==> config.mk <==
export PLATFORM = sky130hd
export DESIGN_NAME = sync_fifo_param
export DESIGN_NICKNAME = d
export VERILOG_FILES = /design/src/rtl/sync_fifo_param.sv
export SDC_FILE = /design/constraint.sdc
export NUM_CORES = 1
export LEC_CHECK = 0
export CAP_MARGIN = 30
export CORE_MARGIN = 3
export CORE_UTILIZATION = 30
export CTS_CLUSTER_SIZE = 8
export DETAILED_ROUTE_END_ITERATION = 10
export GPL_TIMING_DRIVEN = 0
export PLACE_DENSITY_LB_ADDON = 0.3
export REMOVE_ABC_BUFFERS = 1
export SLEW_MARGIN = 40
export SYNTH_ARGS = -nofsm -noshare
export SYNTH_HDL_FRONTEND = slang
export SYNTH_SLANG_ARGS = --single-unit
==> constraint.sdc <==
create_clock -name clk -period 3.8 [get_ports clk]
set_input_delay 0.57 -clock clk [delete_from_list [all_inputs] [get_ports clk]]
set_output_delay 0.57 -clock clk [all_outputs]
set_load 0.02 [all_outputs]
==> src/rtl/sync_fifo_param.sv <==
// Parametrised single-clock FIFO with programmable almost-full/almost-empty
// thresholds, occupancy count, status pulses and optional first-word-fall-through reads.
module sync_fifo_param #(
    parameter int DATA_WIDTH = 16,
    parameter int DEPTH      = 8,
    parameter int AF_LEVEL   = DEPTH - 1,
    parameter int AE_LEVEL   = 1,
    parameter int FWFT       = 0
) (
    input  logic                         clk,
    input  logic                         rst,
    input  logic                         wr_en,
    input  logic [DATA_WIDTH-1:0]        data_in,
    input  logic                         rd_en,
    output logic [DATA_WIDTH-1:0]        data_out,
    output logic                         valid,
    output logic [$clog2(DEPTH+1)-1:0]   count,
    output logic                         full,
    output logic                         empty,
    output logic                         almost_full,
    output logic                         almost_empty,
    output logic                         wr_ack,
    output logic                         overflow,
    output logic                         underflow
);
    localparam int CW = $clog2(DEPTH + 1);
    localparam int PW = $clog2(DEPTH);
    localparam logic [PW-1:0] LAST_PTR = PW'(DEPTH - 1);
    localparam logic [CW-1:0] FULL_CNT = CW'(DEPTH);
    localparam logic [CW-1:0] AF_CNT   = CW'(AF_LEVEL);
    localparam logic [CW-1:0] AE_CNT   = CW'(AE_LEVEL);

    logic [DATA_WIDTH-1:0] mem [DEPTH];
    logic [PW-1:0] wr_ptr_reg, wr_ptr_next;
    logic [PW-1:0] rd_ptr_reg, rd_ptr_next;
    logic [CW-1:0] count_reg, count_next;
    logic          wr_ack_reg, overflow_reg, underflow_reg;
    logic          rd_accept, wr_accept;

    // Flags decode the registered count only, so inputs never reach them.
    assign count        = count_reg;
    assign full         = (count_reg == FULL_CNT);
    assign empty        = (count_reg == '0);
    assign almost_full  = (count_reg >= AF_CNT);
    assign almost_empty = (count_reg <= AE_CNT);
    assign wr_ack       = wr_ack_reg;
    assign overflow     = overflow_reg;
    assign underflow    = underflow_reg;

    always_comb begin
        rd_accept   = rd_en && !empty;
        // A full FIFO still takes a write when a read frees a slot in the same cycle.
        wr_accept   = wr_en && (!full || rd_accept);
        wr_ptr_next = wr_ptr_reg;
        rd_ptr_next = rd_ptr_reg;
        count_next  = count_reg;
        if (wr_accept) begin
            wr_ptr_next = (wr_ptr_reg == LAST_PTR) ? '0 : wr_ptr_reg + PW'(1);
        end
        if (rd_accept) begin
            rd_ptr_next = (rd_ptr_reg == LAST_PTR) ? '0 : rd_ptr_reg + PW'(1);
        end
        if (wr_accept && !rd_accept) begin
            count_next = count_reg + CW'(1);
        end else if (rd_accept && !wr_accept) begin
            count_next = count_reg - CW'(1);
        end
    end

    always_ff @(posedge clk) begin
        if (rst) begin
            wr_ptr_reg    <= '0;
            rd_ptr_reg    <= '0;
            count_reg     <= '0;
            wr_ack_reg    <= 1'b0;
            overflow_reg  <= 1'b0;
            underflow_reg <= 1'b0;
        end else begin
            wr_ptr_reg    <= wr_ptr_next;
            rd_ptr_reg    <= rd_ptr_next;
            count_reg     <= count_next;
            wr_ack_reg    <= wr_accept;
            overflow_reg  <= wr_en && !wr_accept;
            underflow_reg <= rd_en && !rd_accept;
        end
    end

    // Storage is never cleared; reset only drops the same-cycle write.
    always_ff @(posedge clk) begin
        if (wr_accept && !rst) begin
            mem[wr_ptr_reg] <= data_in;
        end
    end

    generate
        if (FWFT != 0) begin : g_fwft
            assign data_out = mem[rd_ptr_reg];
            assign valid    = !empty;
        end else begin : g_std
            logic [DATA_WIDTH-1:0] data_out_reg;
            logic                  valid_reg;

            // Read-first on a full simultaneous read/write: the old word is returned.
            always_ff @(posedge clk) begin
                if (rst) begin
                    data_out_reg <= '0;
                    valid_reg    <= 1'b0;
                end else begin
                    valid_reg <= rd_accept;
                    if (rd_accept) begin
                        data_out_reg <= mem[rd_ptr_reg];
                    end
                end
            end

            assign data_out = data_out_reg;
            assign valid    = valid_reg;
        end
    endgenerate
endmodule

## Yosys cells after proc, flatten, opt, wreduce, memory -nomap -nowiden

Memory sizes are Yosys's and may differ from the RTL's. A register that Yosys moved wholly into a read port is not among the register bits.
Cells that the tools add are included.

- Input bits: 20
- Bits in writable memories: 128
- Memories kept: 1
- Logic and storage cells: 38
- Bits in registers: 14

Memories:

| name | words | width | read ports | clocked after Yosys merged registers in | wr ports | line | source |
|---|---|---|---|---|---|---|---|
| mem | 8 | 16 | 1 | 1 | 1 | 33 | `logic [DATA_WIDTH-1:0] mem [DEPTH];` |

- Equal/unequal tests: 3
- Add/subtract/negate cells: 4
- Order comparisons: 2
- Muxes and demuxes: 6
- Reduce and logical (&&, ||, !) cells: 15

Operators by type and width:

| cell | number |
|---|---|
| $mux 4 | 2 |
| $logic_and 1x1->1 | 7 |
| $add 3x1->3 const B | 2 |
| $eq 3x3->1 const B | 2 |
| $mux 3 | 2 |
| $logic_not 1->1 | 5 |
| $add 4x1->4 const B | 1 |
| $eq 4x4->1 const B | 1 |
| $ge 4x3->1 const B | 1 |
| $le 4x1->1 const B | 1 |
| $logic_not 4->1 | 1 |
| $sub 4x1->4 const B | 1 |
| $mux 1 | 2 |
| $reduce_bool 2->1 | 1 |
| $logic_or 1x1->1 | 1 |

## Depth between registers and ports, before layout

Gate-level depths: netlist of the first run.

- Word-level depth: 9
- Depth in mapped cells: 10
- Mapped depth without buffers: 9

## Worst setup path before layout of the first run

OpenSTA, ideal clock, no wires.

- Path type: reg-to-reg
- Start point: reg count_reg[0] (netlist: count[0])
- End point: mem mem[1][0] (enable)
- Arrival: 2.506 ns
- Stages on the path, launching flop included: 8
- Clock period less this slack: 2.915 ns
- Setup slack: 0.885 ns
- Data required time: 3.391 ns
- Setup time: 0.409 ns
- Path through: dfxtp_1 -> inv_1 -> ha_1 -> nand3b_1 -> o21a_1 -> buf_2 -> nand3b_1 -> nor3_1

- Longest elaborated chain between the ends: 8
- Elaborated cells between the ends (all ways): 10
- Classes of those cells: eq/ne: 1; mux: 2; reduce/logical: 7

Ends and longest elaborated chain:

| item | line | source |
|---|---|---|
| start: declaration | 36 | `logic [CW-1:0] count_reg, count_next;` |
| start signal: assignment | 81 | `count_reg <= count_next;` |
| $logic_not 4->1 | 43 | `assign empty = (count_reg == '0);` |
| $logic_not 1->1 | 51 | `rd_accept = rd_en && !empty;` |
| $logic_and 1x1->1 | 51 |  |
| $logic_or 1x1->1 * | 53 | `wr_accept = wr_en && (!full \|\| rd_accept);` |
| $logic_and 1x1->1 * | 53 |  |
| $logic_and 1x1->1 * | 90 | `if (wr_accept && !rst) begin` |
| $mux 1 * | 90 |  |
| $mux 1 (not written as such) * | 91 | `mem[wr_ptr_reg] <= data_in;` |
| end: declaration | 33 |  |

Every way passes the cells marked *; elsewhere a longest branch is shown, timed or not.

## Final worst setup path of the first run

- Start point: reg count_reg[0] (netlist: count[0])
- End point: out empty

- Longest elaborated chain between the ends: 1

Ends and longest elaborated chain:

| item | line | source |
|---|---|---|
| $logic_not 4->1 | 43 |  |
| end: declaration | 19 | `output logic empty,` |

No other way between the ends.

==> impl_metrics.env, run 1 <==
export IMPL_status="complete, no violations"
export IMPL_clkLatencyLatePin_ps=420
export IMPL_placed_cells=673
export IMPL_drive_above_1_share_pct=14.77
export IMPL_comb_power_share_pct=23.8
export IMPL_timing_final_crit_share_pct=76.34
export IMPL_cts_buffer_depth=2
export IMPL_max_freq_mhz=344.7
export IMPL_finalNetCount=455
export IMPL_critical_path_slowest_cell="clkdlybuf4s50_1"
export IMPL_mostFrequentLayoutCells="edfxtp_1 (128), mux2i_1 (68), clkdlybuf4s50_1 (47)"
export IMPL_cts_buffers=17
export IMPL_synth_area_um2=6102
export IMPL_io_buffers=47
export IMPL_core_area_um2=19720
export IMPL_yosys_warnings=0
export IMPL_postPlaceCellArea_um2=7156
export IMPL_synth_area_leaders="edfxtp_1 (63%), mux2i_1 (11%), dfxtp_1 (9.8%)"
export IMPL_cts_hold_buf=0
export IMPL_synth_seq_area_share_pct=72.83
export IMPL_dieWidth_um=148.6
export IMPL_path_buf_inv=3
export IMPL_ys_flop_type="edfxtp_1"
export IMPL_worst_pin_slew_ps=759.5
export IMPL_cts_tree="done"
export IMPL_critPathArrivalTime_ps=2330
export IMPL_grt_use_total_pct=12.32
export IMPL_critPathCaptureType="primary output"
export IMPL_grt_pass1_vias=3538
export IMPL_synth_edf_count=128
export IMPL_largest_register_ff_count=128
export IMPL_yosysTopAreaCell="edfxtp_1"
export IMPL_setup_violations=0
export IMPL_ioPinCount=48
export IMPL_drcViolationCount=0
export IMPL_path_cells="inv_1 -> ha_1 -> or3b_1 -> inv_2 -> clkdlybuf4s50_1"
export IMPL_synthArstFlopShare_pct=0
export IMPL_critPathMaxStageDelay_ps=620
export IMPL_postCtsSetupRepairBufs=0
export IMPL_avgRoutedWirePerCell_um=18.75
export IMPL_clkPwrFrac_pct=34.4
export IMPL_path_max_fanout=7
export IMPL_fillers=1776
export IMPL_hold_viol_final=0
export IMPL_die_h_um=148.6
export IMPL_syn_instance_count=366
export IMPL_grt_overflow=0
export IMPL_grt_start_max_net_pins=33
export IMPL_synth_top_area_share_pct=62.99
export IMPL_die_area_um2=22090
export IMPL_dr_pass1_iters=4
export IMPL_start_util_pct=30.95
export IMPL_layout_setup_ws_ps=899.0
export IMPL_power_per_cell_area_nw_per_um2=644.5
export IMPL_leakage_nw=2.507
export IMPL_via_per_inst=4.738
export IMPL_antenna_left=0
export IMPL_place_ws_ps=753.9
export IMPL_multi_input_area_um2=1598
export IMPL_seq_area_um2=4448
export IMPL_grt_pass1_wl_um=20040
export IMPL_diodes=0
export IMPL_wl_um=13220
export IMPL_fin_tns_setup_ps=0
export IMPL_hp_class="register to register"
export IMPL_p_sw_w=0.001410
export IMPL_fin_area_um2=7762
export IMPL_syn_to_final_growth_pct=27.21
export IMPL_crit_family="buffers and inverters"
export IMPL_fin_crit_ps=2901
export IMPL_root_buffer="clkbuf_16"
export IMPL_ir_worst_vdd_mv=0.3557
export IMPL_syn_area_per_cell_um2=16.67
export IMPL_fin_util_pct=39.37
export IMPL_rsz0062_at_grt="no"
export IMPL_hpwl_um=8157
export IMPL_rows=51
export IMPL_cts_resized=0
export IMPL_final_common_cell="edfxtp_1"
export IMPL_drt_iter0_markers=182
export IMPL_finClkSkew_ps=8.154
export IMPL_worstSetupStartpointType="register"
export IMPL_p_int_w=0.003594
export IMPL_globalplace_congestion=0.7209
export IMPL_layout_cells_non_filler=705
export IMPL_required_ps=3230
export IMPL_p_sw_share_pct=28.17
export IMPL_finalMaxSlewViolations=0
export IMPL_drv_cap=0
export IMPL_synth_seq_cells=158
export IMPL_antenna_found_initial=1
export IMPL_synth_distinct_cells=35
export IMPL_clk_pin_slew_ps=60
export IMPL_clock_sinks=158
export IMPL_vias=3340
export IMPL_slew_headroom_pct=49.26
export IMPL_critical_path_class="register to primary output"
export IMPL_seqPwrFrac_pct=41.8
export IMPL_h_tree_depth=4
synth_stat cells, types with 2 or more instances:
cell and instances:
edfxtp_1 128, mux2i_1 68, a22oi_1 32, dfxtp_1 30
nor2_1 17, a32o_1 15, ha_1 8, buf_2 7
a21oi_1 6, clkbuf_1 6, buf_4 5, nand2_1 5
nand2b_1 5, nor3_1 4, buf_6 3, inv_1 3
nor2b_1 3, nand3b_1 2, or3_1 2, xor2_1 2
layout make-up:
type / count / share of cell area (%)
Clock buffer: 18 / 5.658
Clock inverter: 14 / 2.160
Inverter: 4 / 0.1934
Multi-Input combinational cell: 183 / 20.58
Sequential cell: 158 / 57.30
Tap cell: 265 / 4.271
Timing Repair Buffer: 63 / 9.832
per-stage QoR:
stage	hold WS (ps)	total power (W)
after detailed placement	455.6	0.003331
after global placement	461.0	0.003309
after CTS	469.5	0.005052
after global routing	493.4	0.005237
final	463.3	0.005003
after floorplan	471.0	0.002873
worst paths after layout:
kind                              from  slack (ps)  depth (start not counted)                        end
max              count[0]$_SDFFE_PP0P_         900                          5                      empty
min          data_out[10]$_SDFFE_PP0P_         460                          1  data_out[10]$_SDFFE_PP0P_
max reg2reg      count[0]$_SDFFE_PP0P_        1230                          7        mem[1][7]$_DFFE_PP_
min reg2reg  data_out[10]$_SDFFE_PP0P_         460                          1  data_out[10]$_SDFFE_PP0P_
per-layer routing:
metal	track usage [%]	share of wire, %
met3	4.388	5.1
met4	4.157	1.1
met5	0	0.083
met1	16.05	46
met2	19.19	48
cells by family after synthesis:
logic type | Yosys count | synth area share (%)
simple gates | 45 | 3.752
xor+xnor | 3 | 0.4307
fa+ha+maj | 8 | 1.640
flops | 158 | 72.83
mux | 68 | 11.15
compound gates | 59 | 7.833
buf+inv | 25 | 2.358
worst register-to-register path, stage by stage, from the launching register on:
cell and delay [ps]:
dfxtp_1 460, inv_1 80, ha_1 240, nand3b_1 170, o21a_1 290, nand3b_1 340, nor3_2 440, buf_4 260
power groups by stage:
stage	clock (W)	combinational [W]	sequential, W
2_1_floorplan	0	0.000597	0.00228
6_report	0.00172	0.00119	0.00209
5_1_grt	0.00183	0.00129	0.00211
3_5_place_dp	0	0.00120	0.00213
3_3_place_gp	0	0.00108	0.00223
4_1_cts	0.00175	0.00121	0.00210
Note: power is estimated with default switching activity, not from simulation.
==> run 2, diff against run 1 <==
- clock period: 3.8 -> 2.95 ns (I/O delays scaled with it)
==> run 2 against run 1 <==
Hold slack is essentially flat. Register-to-register slack lost 840 ps. Via count is essentially flat. Non-clock buffer count is the same. Die area is the same. Core utilization is essentially flat. Sequential cell count is the same. Final area is essentially flat. Combinational power grew 30%. Clock-buffer cell count is the same. Critical path depth is the same. Wire length shrank 0.20%. Critical path type unchanged. Largest cell class unchanged.
==> impl_metrics.env, run 2 (synthesized netlist as in run 1, its figures left out) <==
export IMPL_status="complete, no violations"
export IMPL_critical_path_class="register to primary output"
export IMPL_ioPinCount=48
export IMPL_postCtsSetupRepairBufs=0
export IMPL_multi_input_area_um2=1600
export IMPL_finalNetCount=455
export IMPL_grtUsageMet1_pct=16.05
export IMPL_seq_area_um2=4448
export IMPL_met3_usage_pct=4.388
export IMPL_fin_crit_ps=2696
export IMPL_root_buffer="clkbuf_16"
export IMPL_hpwl_um=8157
export IMPL_slew_headroom_pct=50.86
export IMPL_die_h_um=148.6
export IMPL_wl_um=13190
export IMPL_critPathCaptureType="primary output"
export IMPL_critPathArrivalTime_ps=2250
export IMPL_placed_cells=673
export IMPL_hp_class="register to register"
export IMPL_clk_pin_slew_ps=60
export IMPL_cts_buffer_depth=2
export IMPL_setup_violations=0
export IMPL_reg2reg_slack_ps=390
export IMPL_final_common_cell="edfxtp_1"
export IMPL_holdPathStages=1
export IMPL_drt_iter0_markers=182
export IMPL_cts_tree="done"
export IMPL_grt_start_max_net_pins=33
export IMPL_worst_pin_slew_ps=735.5
export IMPL_place_ws_ps=31.43
export IMPL_grt_overflow=0
export IMPL_hold_end="data_out[10]$_SDFFE_PP0P_"
export IMPL_cts_buffers=17
export IMPL_required_ps=2510
export IMPL_cts_resized=0
export IMPL_rsz0062_at_grt="no"
export IMPL_grt_use_total_pct=12.32
export IMPL_layout_cells_non_filler=705
export IMPL_power_per_cell_area_nw_per_um2=831.7
export IMPL_finClkSkew_ps=7.700
export IMPL_fin_util_pct=39.38
export IMPL_clkLatencyLatePin_ps=420
export IMPL_timing_final_crit_share_pct=91.38
export IMPL_via_per_inst=4.733
export IMPL_r2r_end="mem[1][7]$_DFFE_PP_"
export IMPL_grt_pass1_wl_um=20040
export IMPL_avgRoutedWirePerCell_um=18.71
export IMPL_grt_pass1_vias=3538
export IMPL_fillers=1777
export IMPL_clock_sinks=158
export IMPL_drv_cap=0
export IMPL_diodes=0
export IMPL_cts_hold_buf=0
export IMPL_busiest_layer="met2"
export IMPL_leakage_nw=2.506
export IMPL_rr_worst_depth=7
export IMPL_finalMaxSlewViolations=0
export IMPL_mostFrequentLayoutCells="edfxtp_1 (128), mux2i_1 (68), clkdlybuf4s50_1 (47)"
export IMPL_die_area_um2=22090
export IMPL_worstReg2RegStart="count[0]$_SDFFE_PP0P_"
export IMPL_rows=51
export IMPL_vias=3337
export IMPL_io_buffers=47
export IMPL_dieWidth_um=148.6
export IMPL_h_tree_depth=4
export IMPL_drive_above_1_share_pct=15.00
export IMPL_drcViolationCount=0
export IMPL_layout_setup_ws_ps=254.3
export IMPL_largest_register_ff_count=128
export IMPL_path_max_fanout=7
export IMPL_max_freq_mhz=371.0
export IMPL_hold_viol_final=0
export IMPL_worstSetupStartpointType="register"
export IMPL_antenna_left=0
export IMPL_global_route_usage_met2_pct=19.19
export IMPL_syn_to_final_growth_pct=27.25
export IMPL_dr_pass1_iters=4
export IMPL_min_from="data_out[10]$_SDFFE_PP0P_"
export IMPL_antenna_found_initial=1
export IMPL_ir_worst_vdd_mv=0.4602
export IMPL_start_util_pct=30.95
export IMPL_core_area_um2=19720
export IMPL_globalplace_congestion=0.7209
-- run 2: area by class of cell --
type,instances,share of cell area [%]
inverter,4,0.1934
clock buffer,18,5.656
timing repair buffer,63,9.829
multi-input combinational,183,20.61
clock inverter,14,2.159
sequential,158,57.28
tap,265,4.270
-- run 2: how the worst max path moves through the flow --
stage | from | to | slack, ps | depth (start not counted)
after floorplan | rd_ptr_reg[0]$_SDFFE_PP0P_ | rd_ptr_reg[2]$_SDFFE_PP0P_ | -220 | 4
after global placement | rst | mem[0][10]$_DFFE_PP_ | -1650 | 5
after detailed placement | rst | mem[0][10]$_DFFE_PP_ | 30 | 6
after CTS | count[0]$_SDFFE_PP0P_ | empty | 130 | 5
after global routing | count[0]$_SDFFE_PP0P_ | empty | 100 | 5
final | count[0]$_SDFFE_PP0P_ | empty | 250 | 5
-- run 2: per-layer routing --
metal / share of wire [%] / vias up
li1: - / 1561
met1: 44 / 1670
met2: 48 / 87
met3: 6.3 / 17
met4: 1.3 / 2
met5: 0.083 / -
-- run 2: stage by stage --
step / instance area [um2] / power [W] / TNS (ps) / hold WS, ps
finish: 7765 / 0.006458 / 0 / 463.3
global route: 7765 / 0.006760 / 0 / 493.4
CTS: 7762 / 0.006508 / 0 / 469.5
detailed placement: 7156 / 0.004291 / 0 / 455.6
global placement: 6775 / 0.004262 / -136070 / 461.0
floorplan: 5973 / 0.003701 / -3853 / 471.0
-- run 2: worst max-delay path, cell delays in order, from the launching register on --
cell and delay, ps:
dfxtp_1 380, inv_1 80, ha_1 210, or3b_4 450, inv_2 100, clkdlybuf4s50_1 610
-- run 2: where the power goes --
group / total (W) / switching [W] / internal [W]
sequential: 0.00270 / 0.000133 / 0.00256
clock: 0.00222 / 0.000867 / 0.00135
combinational: 0.00155 / 0.000817 / 0.000728
